File: config.mk
export PLATFORM = sky130hd
export DESIGN_NAME = cic_interp_x64
export DESIGN_NICKNAME = d
export VERILOG_FILES = /design/src/rtl/cic_interp_x64.sv
export SDC_FILE = /design/constraint.sdc
export NUM_CORES = 1
export LEC_CHECK = 0
export ABC_AREA = 1
export CORE_MARGIN = 5
export CORE_UTILIZATION = 39
export CTS_BUF_LIST = sky130_fd_sc_hd__clkbuf_8
export CTS_CLUSTER_SIZE = 40
export DETAILED_ROUTE_END_ITERATION = 7
export GPL_ROUTABILITY_DRIVEN = 0
export HOLD_SLACK_MARGIN = 0.02
export SETUP_SLACK_MARGIN = 0.1
export SLEW_MARGIN = 20
export SYNTH_ARGS = -nofsm -noshare
export SYNTH_HDL_FRONTEND = slang
export SYNTH_SLANG_ARGS = --single-unit
export TNS_END_PERCENT = 10
File: constraint.sdc
create_clock -name clk -period 7.8 [get_ports clk]
set_input_delay 0.78 -clock clk [delete_from_list [all_inputs] [get_ports clk]]
set_output_delay 0.78 -clock clk [all_outputs]
set_load 0.01 [all_outputs]
File: src/rtl/cic_interp_x64.sv
// Final 64x CIC interpolator (3 comb / 3 integrator stages) of the DAC interpolation chain,
// with a monitor that flags in_en strobes arriving off the expected R-clock cadence.
module cic_interp_x64 #(
  parameter int DW    = 16,
  parameter int R     = 64,
  parameter int N     = 3,
  parameter int ACC_W = 28,
  localparam int PW   = $clog2(R)
) (
  input  logic                 clk,
  input  logic                 rst_n,
  input  logic                 in_en,
  input  logic signed [DW-1:0] data_in,
  input  logic                 err_clr,
  output logic signed [DW-1:0] data_out,
  output logic                 out_valid,
  output logic [PW-1:0]        phase,
  output logic                 rate_err
);

  localparam int SH = ACC_W - DW;
  localparam logic [PW-1:0]          PH_LAST = PW'(R - 1);
  localparam logic [PW-1:0]          PH_ONE  = PW'(1);
  localparam logic signed [ACC_W:0]  HALF    = (ACC_W + 1)'(2 ** (SH - 1));
  localparam logic signed [DW-1:0]   SAT_HI  = {1'b0, {(DW - 1){1'b1}}};
  localparam logic signed [DW-1:0]   SAT_LO  = {1'b1, {(DW - 1){1'b0}}};

  logic signed [ACC_W-1:0] comb_s   [N+1];
  logic signed [ACC_W-1:0] comb_d_r [N];
  logic signed [ACC_W-1:0] comb_out_r;
  logic                    stuff_v_r;
  logic signed [ACC_W-1:0] stuff_in_s;
  logic signed [ACC_W-1:0] integ_r  [N];
  logic signed [ACC_W:0]   round_s;
  logic signed [DW:0]      shift_s;
  logic signed [DW-1:0]    sat_s;
  logic [N:0]              prime_r;
  logic                    set_err_s;

  // Comb chain, zero-stuff select, round/saturate and rate-check decode
  always_comb begin
    comb_s[0] = {{(ACC_W - DW){data_in[DW-1]}}, data_in};
    for (int k = 1; k <= N; k++) begin
      comb_s[k] = comb_s[k-1] - comb_d_r[k-1];
    end
    if (stuff_v_r) begin
      stuff_in_s = comb_out_r;
    end else begin
      stuff_in_s = {ACC_W{1'b0}};
    end
    // One extra bit so the rounding offset cannot wrap before saturation
    round_s = {integ_r[N-1][ACC_W-1], integ_r[N-1]} + HALF;
    shift_s = round_s[ACC_W:SH];
    if (shift_s[DW] != shift_s[DW-1]) begin
      sat_s = shift_s[DW] ? SAT_LO : SAT_HI;
    end else begin
      sat_s = shift_s[DW-1:0];
    end
    if (!prime_r[0]) begin
      set_err_s = 1'b0;
    end else if (in_en) begin
      set_err_s = (phase != PH_LAST);
    end else begin
      set_err_s = (phase == PH_LAST);
    end
  end

  // Comb delays and comb output, advanced only on input strobes
  always_ff @(posedge clk or negedge rst_n) begin
    if (!rst_n) begin
      for (int k = 0; k < N; k++) comb_d_r[k] <= {ACC_W{1'b0}};
      comb_out_r <= {ACC_W{1'b0}};
    end else if (in_en) begin
      for (int k = 0; k < N; k++) comb_d_r[k] <= comb_s[k];
      comb_out_r <= comb_s[N];
    end else begin
      comb_out_r <= comb_out_r;
    end
  end

  // Integrators run every clock and wrap modulo 2^ACC_W
  always_ff @(posedge clk or negedge rst_n) begin
    if (!rst_n) begin
      stuff_v_r <= 1'b0;
      for (int k = 0; k < N; k++) integ_r[k] <= {ACC_W{1'b0}};
      data_out  <= {DW{1'b0}};
    end else begin
      stuff_v_r  <= in_en;
      integ_r[0] <= integ_r[0] + stuff_in_s;
      for (int k = 1; k < N; k++) integ_r[k] <= integ_r[k] + integ_r[k-1];
      data_out   <= sat_s;
    end
  end

  // Phase counter, priming shift register and sticky rate error
  always_ff @(posedge clk or negedge rst_n) begin
    if (!rst_n) begin
      phase     <= {PW{1'b0}};
      prime_r   <= {(N + 1){1'b0}};
      out_valid <= 1'b0;
      rate_err  <= 1'b0;
    end else begin
      if (in_en || phase == PH_LAST) begin
        phase <= {PW{1'b0}};
      end else begin
        phase <= phase + PH_ONE;
      end
      prime_r   <= {prime_r[N-1:0], prime_r[0] | in_en};
      out_valid <= prime_r[N];
      if (set_err_s) begin
        rate_err <= 1'b1;
      end else if (err_clr) begin
        rate_err <= 1'b0;
      end else begin
        rate_err <= rate_err;
      end
    end
  end

endmodule

==> flow_metrics.env, run 1 <==
export IMPL_outcome="finished, final reports clean"
export IMPL_port_buffers=43
export IMPL_post_synth_instance_area_um2=15000
export IMPL_final_hold_viol_count=0
export IMPL_synthesis_yosys_warnings=0
export IMPL_holdWs_ps=174
export IMPL_cp_data_arrival_time_ps=5280
export IMPL_filler_cell_count=4068
export IMPL_placed_cells=2758
export IMPL_post_cts_buffers=0
export IMPL_initial_utilization_pct=39.2
export IMPL_drive_gt1_share_pct=2.86
export IMPL_asyncSetResetFlopFracSynth_pct=100
export IMPL_layout_nets=2420
export IMPL_setup_violations_final=0
export IMPL_synth_top_cell_area_share_pct=32.0
export IMPL_final_period_utilization_pct=61.5
export IMPL_timing_worst_setup_path_type="input port to register"
export IMPL_route_final_wire_length_mm=39.6
export IMPL_synth_distinct_cells=34
export IMPL_tritoncts_num_buffers=17
export IMPL_flip_flop_and_latch_area_um2=4800
export IMPL_synthFlopType="sky130_fd_sc_hd__dfrtp_1"
export IMPL_grt_pass1_vias=13500
export IMPL_htree_levels=4
export IMPL_worst_hold_path_type="input port to asynchronous set/reset pin"
export IMPL_rsz0062_at_grt="no"
export IMPL_detail_route_iter0_violations=929
export IMPL_data_required_time_of_the_critical_path_ps=8290
export IMPL_remaining_max_slew_budget_at_the_tightest_pin_pct=35.9
export IMPL_synth_ff_latch_count=192
export IMPL_holdBufCountCts=0
export IMPL_grt_pass1_wl_mm=66.5
export IMPL_final_cell_count_no_fill=2790
export IMPL_detail_route_drc_violations=0
export IMPL_cap_violations=0
export IMPL_detail_route_wl_per_cell_um=14.2
export IMPL_clock_skew_final_ps=18.0
export IMPL_cts_num_sinks=192
export IMPL_worstSetupEndpointType="register"
export IMPL_final_period_minus_worst_setup_slack_ps=4800
export IMPL_timing_critical_path_from_type="input port"
export IMPL_fp_dieW_um=206
export IMPL_synth_nets=2374
export IMPL_final_util_pct=42.8
export IMPL_pin_count_of_the_biggest_net_entering_global_routing=93
export IMPL_via_per_inst=4.99
export IMPL_std_cell_rows=72
export IMPL_worstSkewPairLatency_ps=560
export IMPL_number_of_enable_type_register_cells_in_the_synthesized_netlist=0
export IMPL_grt_ovfl_total=0
export IMPL_number_of_antenna_violations_at_the_first_check_in_global_routing=0
export IMPL_slew_violations=0
export IMPL_routed_via_count=13900
export IMPL_fmaxAchievable_ghz=0.209
export IMPL_ys_top_cells_by_count="sky130_fd_sc_hd__nand2_1, sky130_fd_sc_hd__inv_1, sky130_fd_sc_hd__dfrtp_1"
export IMPL_areaGrowthSynthToFinish_pct=9.30
export IMPL_fp_dieH_um=206
export IMPL_grt_total_usage_pct=19.5
export IMPL_tightestPinTransition_ps=962
export IMPL_ys_top_cells_by_area="sky130_fd_sc_hd__dfrtp_1, sky130_fd_sc_hd__nand2_1, sky130_fd_sc_hd__ha_1"
export IMPL_post_synth_top_area_cell="sky130_fd_sc_hd__dfrtp_1"
export IMPL_placeableCoreArea_um2=38400
export IMPL_multi_input_area_um2=8880
export IMPL_synth_sequential_area_ratio_pct=32.0
export IMPL_postSynthCellCount=2213
export IMPL_critPathMaxFanout=5
export IMPL_io_pins=44
export IMPL_synthMostInstantiatedCell="sky130_fd_sc_hd__nand2_1"
export IMPL_clk_path_buf_depth=2
export IMPL_cts_root_buffer_cell="sky130_fd_sc_hd__clkbuf_8"
export IMPL_postSynthAreaPerCell_um2=6.79
export IMPL_ctsResizeCount=0
export IMPL_dp_hpwl_mm=32.0
export IMPL_worst_setup_hold_path_clk_slew_ps=110
export IMPL_totalNegativeSetupSlack_ps=0
export IMPL_drt_antenna_violating_nets=0
export IMPL_num_antenna_cells=0
export IMPL_design_die_area_um2=42600
export IMPL_cts_tree="done"
export IMPL_firstDrtPassIters=7
[per-layer routing]
metal  global-route usage [%]  part of all wire [%]  up-vias
met5                        0                     0        -
met4                     7.27                   3.0        0
met3                     3.51                   4.2       72
met2                     30.2                    44      297
met1                     27.1                    49     6417
li1                         -                     -     7146
[metrics by stage]
stage                     setup slack [ps]  area [µm²]
after floorplan                       3500       15000
after global placement                2620       16100
after detailed placement              2500       16100
after CTS                             3110       16400
after global routing                  2600       16400
final                                 3000       16400
[flip-flops by register name, indices dropped and copies added (netlist names)]
register	cells
prime_r	4
comb_out_r	28
rate_err	1
data_out	16
integ_r	84
comb_d_r	51
out_valid	1
phase	6
stuff_v_r	1
[layout make-up]
class	count	area share, %
Clock buffer	18	1.51
Clock inverter	14	0.792
Inverter	336	7.67
Multi-Input combinational cell	1664	54.0
Sequential cell	192	29.2
Tap cell	518	3.94
Timing Repair Buffer	48	2.84
[kinds of logic after synthesis]
| family | Yosys count | synth area share (%) |
|---|---|---|
| simple gates | 1157 | 32.3 |
| buf+inv | 357 | 9.01 |
| compound gates | 287 | 10.1 |
| flops | 192 | 32.0 |
| fa+ha+maj | 141 | 12.0 |
| xor+xnor | 79 | 4.65 |
[worst max-delay path, stage by stage]
cell and delay, ps:
sky130_fd_sc_hd__clkdlybuf4s50_1 450, sky130_fd_sc_hd__inv_1 50, sky130_fd_sc_hd__ha_1 230, sky130_fd_sc_hd__fa_1 410, sky130_fd_sc_hd__inv_1 70, sky130_fd_sc_hd__nand3_1 60, sky130_fd_sc_hd__nand2_1 150, sky130_fd_sc_hd__nand3_1 80
sky130_fd_sc_hd__nand2_1 140, sky130_fd_sc_hd__nand2_1 80, sky130_fd_sc_hd__and2_1 160, sky130_fd_sc_hd__ha_1 330, sky130_fd_sc_hd__nand2_1 130, sky130_fd_sc_hd__inv_1 50, sky130_fd_sc_hd__nand2_1 60, sky130_fd_sc_hd__nand2_1 80
sky130_fd_sc_hd__inv_1 60, sky130_fd_sc_hd__nand3_1 120, sky130_fd_sc_hd__or2_2 310, sky130_fd_sc_hd__and2_1 140, sky130_fd_sc_hd__ha_1 330, sky130_fd_sc_hd__nand2_1 150, sky130_fd_sc_hd__inv_1 50, sky130_fd_sc_hd__a21oi_1 180
sky130_fd_sc_hd__nand3_1 160, sky130_fd_sc_hd__nand2_1 90, sky130_fd_sc_hd__nand3_1 190, sky130_fd_sc_hd__a21oi_1 180
[layout by cell type, fill, tap and decap left out, drive strengths merged, types with 19 or more instances in the layout]
cell / instances
nand2: 737
a21oi: 140
and2: 24
nor3: 38
nor2: 164
nand4: 36
xnor2: 29
dfrtp: 192
ha: 135
xor2: 50
clkbuf: 19
nand3b: 24
nand3: 124
inv: 344
clkdlybuf4s50: 41
o21ai: 134
[final timing paths]
| kind | start | to | slack, ps | depth (start not counted) |
|---|---|---|---|---|
| max in group asynchronous | rst_n | integ_r[47] | 6280 | 2 |
| min in group clk | prime_r[3] | out_valid | 360 | 0 |
| setup / recovery | data_in[0] | comb_out_r[24] | 3000 | 28 |
| setup reg to reg | comb_d_r[56] | comb_out_r[24] | 3350 | 26 |
| hold reg to reg | prime_r[3] | out_valid | 360 | 0 |
| hold / removal | rst_n | comb_d_r[29] | 170 | 1 |
Power of run 1 is not shown: default switching activity piles up to over one toggle a cycle in this logic, so the estimate is an artifact.
==> run 2: changes to the inputs <==
clock period = 4.3 ns   (was 7.8 ns; I/O delays follow)
==> run 2 against run 1 <==
  * Cell count grew 4.4%
  * First-iteration DRC count shrank 9.3%
  * Largest cell class unchanged
  * Via count grew 4.1%
  * Setup slack lost 2700 ps
  * Sequential share of layout area shrank 2.6 points
==> flow_metrics.env, run 2 (same netlist as run 1, synthesis figures left out) <==
export IMPL_grt_pass1_wl_mm=69.3
export IMPL_detail_route_iter0_violations=843
export IMPL_slew_violations=0
export IMPL_outcome="finished, final reports clean"
export IMPL_io_pins=44
export IMPL_filler_cell_count=3961
export IMPL_firstDrtPassIters=7
export IMPL_drive_gt1_share_pct=12.7
export IMPL_fp_dieW_um=206
export IMPL_worst_hold_path_type="input port to asynchronous set/reset pin"
export IMPL_fp_dieH_um=206
export IMPL_worstSkewPairLatency_ps=510
export IMPL_grt_ovfl_total=0
export IMPL_totalNegativeSetupSlack_ps=0
export IMPL_flip_flop_and_latch_area_um2=4800
export IMPL_cp_data_arrival_time_ps=4480
export IMPL_tightestPinTransition_ps=881
export IMPL_dp_hpwl_mm=33.0
export IMPL_design_die_area_um2=42600
export IMPL_detail_route_wl_per_cell_um=14.3
export IMPL_critPathMaxFanout=5
export IMPL_initial_utilization_pct=39.2
export IMPL_final_setup_worst_slack_ps=271
export IMPL_remaining_max_slew_budget_at_the_tightest_pin_pct=41.3
export IMPL_worst_setup_hold_path_clk_slew_ps=110
export IMPL_cts_num_sinks=192
export IMPL_cap_violations=0
export IMPL_largest_reg_flops=84
export IMPL_multi_input_area_um2=9510
export IMPL_final_period_minus_worst_setup_slack_ps=4030
export IMPL_fmaxAchievable_ghz=0.248
export IMPL_via_per_inst=4.98
export IMPL_clock_skew_final_ps=15.9
export IMPL_grt_total_usage_pct=20.0
export IMPL_setup_violations_final=0
export IMPL_htree_levels=4
export IMPL_num_antenna_cells=0
export IMPL_std_cell_rows=72
export IMPL_final_cell_count_no_fill=2912
export IMPL_worstSetupEndpointType="register"
export IMPL_route_final_wire_length_mm=41.8
export IMPL_timing_critical_path_from_type="input port"
export IMPL_final_period_utilization_pct=93.7
export IMPL_final_util_pct=46.9
export IMPL_detail_route_drc_violations=0
export IMPL_drt_antenna_violating_nets=0
export IMPL_rsz0062_at_grt="yes"
export IMPL_worst_r2r_cell_count=23
export IMPL_pin_count_of_the_biggest_net_entering_global_routing=114
export IMPL_cts_root_buffer_cell="sky130_fd_sc_hd__clkbuf_8"
export IMPL_port_buffers=43
export IMPL_clk_path_buf_depth=2
export IMPL_final_hold_viol_count=0
export IMPL_layout_cells_most_common_list="sky130_fd_sc_hd__nand2_1, sky130_fd_sc_hd__inv_1, sky130_fd_sc_hd__dfrtp_1"
export IMPL_cts_tree="done"
export IMPL_grt_pass1_vias=14300
export IMPL_reg_largest_list="integ_r (84), comb_d_r (51), comb_out_r (28)"
export IMPL_routed_via_count=14500
export IMPL_layout_nets=2542
export IMPL_tritoncts_num_buffers=17
export IMPL_areaGrowthSynthToFinish_pct=19.8
export IMPL_largest_register="integ_r"
export IMPL_number_of_antenna_violations_at_the_first_check_in_global_routing=0
export IMPL_most_common_cell_after_layout_fill_and_taps_aside="sky130_fd_sc_hd__nand2_1"
export IMPL_data_required_time_of_the_critical_path_ps=4750
export IMPL_placeableCoreArea_um2=38400
export IMPL_timing_worst_setup_path_type="input port to register"
export IMPL_placed_cells=2873
export IMPL_detailedPlace_worstSlack_ps=-653
[run 2: cell types whose count changed in the layout (fill, tap and decap cells not counted), sizes merged]
| cell | previous run | this run |
|---|---|---|
| buf | 6 | 127 |
| clkinv | 3 | 1 |
| clkinvlp | 2 | 3 |
| dlygate4sd3 | 0 | 1 |
| inv | 344 | 345 |
[run 2: what timing repair did]
item                                    in CTS  in global routing
gates cloned                                 0                  0
resized for setup                           19                116
pin swaps                                    3                 32
endpoints found under the setup margin      16                 21
hold buffers                                 0                  1
endpoints found under the hold margin        0                 29
buffers inserted                             0                  5
[run 2: final timing paths]
check	endpoint	start	slack [ps]
max	comb_out_r[20]	data_in[0]	270
min	comb_d_r[59]	rst_n	370
max reg2reg	comb_out_r[9]	comb_d_r[60]	270
min reg2reg	out_valid	prime_r[3]	370
max in group asynchronous	data_out[5]	rst_n	2800
min in group clk	out_valid	prime_r[3]	370
[run 2: critical path, cell delays in order]
cell and delay, ps:
sky130_fd_sc_hd__clkdlybuf4s50_1 450, sky130_fd_sc_hd__inv_1 50, sky130_fd_sc_hd__ha_2 190, sky130_fd_sc_hd__fa_2 330, sky130_fd_sc_hd__inv_1 60, sky130_fd_sc_hd__nand3_1 70
sky130_fd_sc_hd__nand2_2 110, sky130_fd_sc_hd__nand2_2 80, sky130_fd_sc_hd__nand2_4 110, sky130_fd_sc_hd__nand2_1 100, sky130_fd_sc_hd__nand2_1 80, sky130_fd_sc_hd__nand2_1 50
sky130_fd_sc_hd__and2_1 160, sky130_fd_sc_hd__ha_4 290, sky130_fd_sc_hd__nand2_1 120, sky130_fd_sc_hd__nor2_2 190, sky130_fd_sc_hd__and2_4 160, sky130_fd_sc_hd__nand2_2 70
sky130_fd_sc_hd__nand2_1 60, sky130_fd_sc_hd__nand2_1 60, sky130_fd_sc_hd__and2_1 140, sky130_fd_sc_hd__ha_1 290, sky130_fd_sc_hd__buf_4 150, sky130_fd_sc_hd__a21oi_1 120
sky130_fd_sc_hd__o21ai_1 90, sky130_fd_sc_hd__a21oi_2 160, sky130_fd_sc_hd__nand3_4 130, sky130_fd_sc_hd__a21oi_2 160
[run 2: metrics by stage]
| stage | cell area, µm² | hold slack, ps |
|---|---|---|
| floorplan | 15000 | 134 |
| global placement | 16900 | 342 |
| detailed placement | 16900 | 338 |
| CTS | 17400 | 74.6 |
| global route | 18000 | 362 |
| finish | 18000 | 368 |
[run 2: per-layer routing]
metal	up-vias	GRT usage, %	part of all wire, %
met1	6786	27.3	48
met4	0	5.25	2.3
met3	64	2.98	4.0
met2	271	33.1	45
li1	7386	-	-
met5	-	0	0
[run 2: cell type report]
class                           count  area share, %
Tap cell                          518           3.60
Timing Repair Buffer              170           7.80
Inverter                          336           7.00
Clock buffer                       18           1.38
Clock inverter                     14          0.785
Sequential cell                   192           26.7
Multi-Input combinational cell   1664           52.8
Power of run 2 is left out for the same reason.
==> run 3: changes to the inputs <==
MAX_ROUTING_LAYER = met4   (was not set)
SLEW_MARGIN = 10   (was 20)
==> run 3 against run 2 <==
  * Core utilization down 0.098 points
  * Non-clock buffer count down 2
  * Cell count about the same
  * Register-to-register slack about the same
  * Maximum frequency about the same
  * Sequential cell count unchanged
  * Worst hold slack worse by 330 ps
  * Critical endpoint is now comb_out_r[9]
==> flow_metrics.env, run 3 (same netlist as run 1, synthesis figures left out) <==
export IMPL_routed_via_count=14500
export IMPL_rsz0062_at_grt="yes"
export IMPL_dp_hpwl_mm=33.0
export IMPL_io_pins=44
export IMPL_areaGrowthSynthToFinish_pct=19.6
export IMPL_std_cell_rows=72
export IMPL_fp_dieH_um=206
export IMPL_worstSetupEndpointType="register"
export IMPL_remaining_max_slew_budget_at_the_tightest_pin_pct=35.0
export IMPL_grt_ovfl_total=0
export IMPL_fmaxAchievable_ghz=0.248
export IMPL_drt_antenna_violating_nets=0
export IMPL_grt_total_usage_pct=20.5
export IMPL_worst_r2r_cell_count=23
export IMPL_holdWs_ps=40.5
export IMPL_worstSkewPairLatency_ps=520
export IMPL_worst_hold_path_type="input port to asynchronous set/reset pin"
export IMPL_cp_data_arrival_time_ps=4440
export IMPL_fin_area_um2=18000
export IMPL_largest_reg_flops=84
export IMPL_route_final_wire_length_mm=41.8
export IMPL_totalNegativeSetupSlack_ps=0
export IMPL_timing_critical_path_from_type="register"
export IMPL_grt_pass1_vias=14300
export IMPL_final_setup_worst_slack_ps=269
export IMPL_tightestPinTransition_ps=975
export IMPL_final_period_minus_worst_setup_slack_ps=4030
export IMPL_placement_cell_area_um2=16900
export IMPL_cts_num_sinks=192
export IMPL_layout_cells_most_common_list="sky130_fd_sc_hd__nand2_1, sky130_fd_sc_hd__inv_1, sky130_fd_sc_hd__dfrtp_1"
export IMPL_fp_dieW_um=206
export IMPL_via_per_inst=4.98
export IMPL_number_of_antenna_violations_at_the_first_check_in_global_routing=0
export IMPL_cts_root_buffer_cell="sky130_fd_sc_hd__clkbuf_8"
export IMPL_most_common_cell_after_layout_fill_and_taps_aside="sky130_fd_sc_hd__nand2_1"
export IMPL_detailedPlace_worstSlack_ps=-653
export IMPL_outcome="finished, final reports clean"
export IMPL_drive_gt1_share_pct=12.6
export IMPL_critPathMaxFanout=5
export IMPL_firstDrtPassIters=5
export IMPL_flip_flop_and_latch_area_um2=4800
export IMPL_pin_count_of_the_biggest_net_entering_global_routing=114
export IMPL_reg_largest_list="integ_r (84), comb_d_r (51), comb_out_r (28)"
export IMPL_layout_nets=2540
export IMPL_htree_levels=4
export IMPL_port_buffers=43
export IMPL_data_required_time_of_the_critical_path_ps=4710
export IMPL_initial_utilization_pct=39.2
export IMPL_slew_violations=0
export IMPL_final_period_utilization_pct=93.7
export IMPL_final_hold_viol_count=0
export IMPL_num_antenna_cells=0
export IMPL_cap_violations=0
export IMPL_cts_tree="done"
export IMPL_design_die_area_um2=42600
export IMPL_clock_skew_final_ps=16.4
export IMPL_filler_cell_count=3964
export IMPL_timing_rr_end="comb_out_r[9]"
export IMPL_largest_register="integ_r"
export IMPL_grt_pass1_wl_mm=69.3
export IMPL_tritoncts_num_buffers=17
export IMPL_clk_path_buf_depth=2
export IMPL_worst_setup_hold_path_clk_slew_ps=110
export IMPL_detail_route_drc_violations=0
export IMPL_detail_route_iter0_violations=802
export IMPL_placeableCoreArea_um2=38400
export IMPL_setup_violations_final=0
export IMPL_regToRegSetupSlack_ps=270
export IMPL_worstReg2RegStart="comb_d_r[60]"
export IMPL_detail_route_wl_per_cell_um=14.4
export IMPL_multi_input_area_um2=9510
export IMPL_timing_worst_setup_path_type="register to register"
## run 3: changes by cell type in the layout (fill, tap and decap cells not counted), sizes merged
cell         previous run  this run
dlygate4sd3             1         0
buf                   127       126
## run 3: metal layers
| metal | up-vias | wire length [µm] | global-route usage [%] |
|---|---|---|---|
| met4 | 0 | 895 | 5.25 |
| met2 | 269 | 19000 | 33.1 |
| met3 | 61 | 1540 | 2.90 |
| met5 | - | 0 | - |
| li1 | 7380 | - | - |
| met1 | 6792 | 20400 | 27.4 |
## run 3: worst max path at each step
stage | cells after the start | to | slack [ps] | start
2_1_floorplan | 28 | comb_out_r[19] | 350 | data_in[0]
3_3_place_gp | 22 | comb_out_r[9] | -660 | data_in[2]
3_5_place_dp | 22 | comb_out_r[9] | -650 | data_in[2]
4_1_cts | 24 | comb_out_r[24] | 90 | comb_d_r[56]
5_1_grt | 28 | comb_out_r[23] | 30 | comb_d_r[56]
6_report | 23 | comb_out_r[9] | 270 | comb_d_r[60]
## run 3: cell type report
cell class	instances	area share, %
clock inverter	14	0.786
sequential	192	26.7
multi-input combinational	1664	52.9
inverter	336	7.01
clock buffer	18	1.38
timing repair buffer	168	7.61
tap	518	3.60
## run 3: through the flow
| stage | util (%) | std cells |
|---|---|---|
| floorplan | - | 2213 |
| global placement | 44.1 | 2873 |
| detailed placement | 44.1 | 2873 |
| CTS | 45.3 | 2905 |
| global route | 46.9 | 2910 |
| finish | 46.9 | 2910 |
## run 3: timing repair
action / CTS / global route
hold buffers: 0 / 0
setup buffers: 0 / 5
hold endpoints to repair: 0 / 0
pin swaps: 3 / 32
endpoints found under the setup margin: 16 / 21
resized for setup: 19 / 116
## run 3: worst max-delay path, cell delays in order (launching register included)
cell and delay [ps]:
sky130_fd_sc_hd__dfrtp_1 380, sky130_fd_sc_hd__inv_1 70, sky130_fd_sc_hd__ha_2 300, sky130_fd_sc_hd__nand2_1 70
sky130_fd_sc_hd__nand2_1 50, sky130_fd_sc_hd__o21bai_2 200, sky130_fd_sc_hd__buf_4 140, sky130_fd_sc_hd__nor2_1 100
sky130_fd_sc_hd__xnor2_1 160, sky130_fd_sc_hd__ha_1 320, sky130_fd_sc_hd__nand2_2 120, sky130_fd_sc_hd__inv_1 60
sky130_fd_sc_hd__a21oi_2 150, sky130_fd_sc_hd__nand2_2 120, sky130_fd_sc_hd__or2_0 210, sky130_fd_sc_hd__and2_1 150
sky130_fd_sc_hd__ha_1 340, sky130_fd_sc_hd__nand2_2 140, sky130_fd_sc_hd__inv_1 60, sky130_fd_sc_hd__a21oi_2 170
sky130_fd_sc_hd__nand3_2 160, sky130_fd_sc_hd__or2_2 300, sky130_fd_sc_hd__nand3_1 90, sky130_fd_sc_hd__nand2_1 70
Power of run 3 is left out for the same reason.
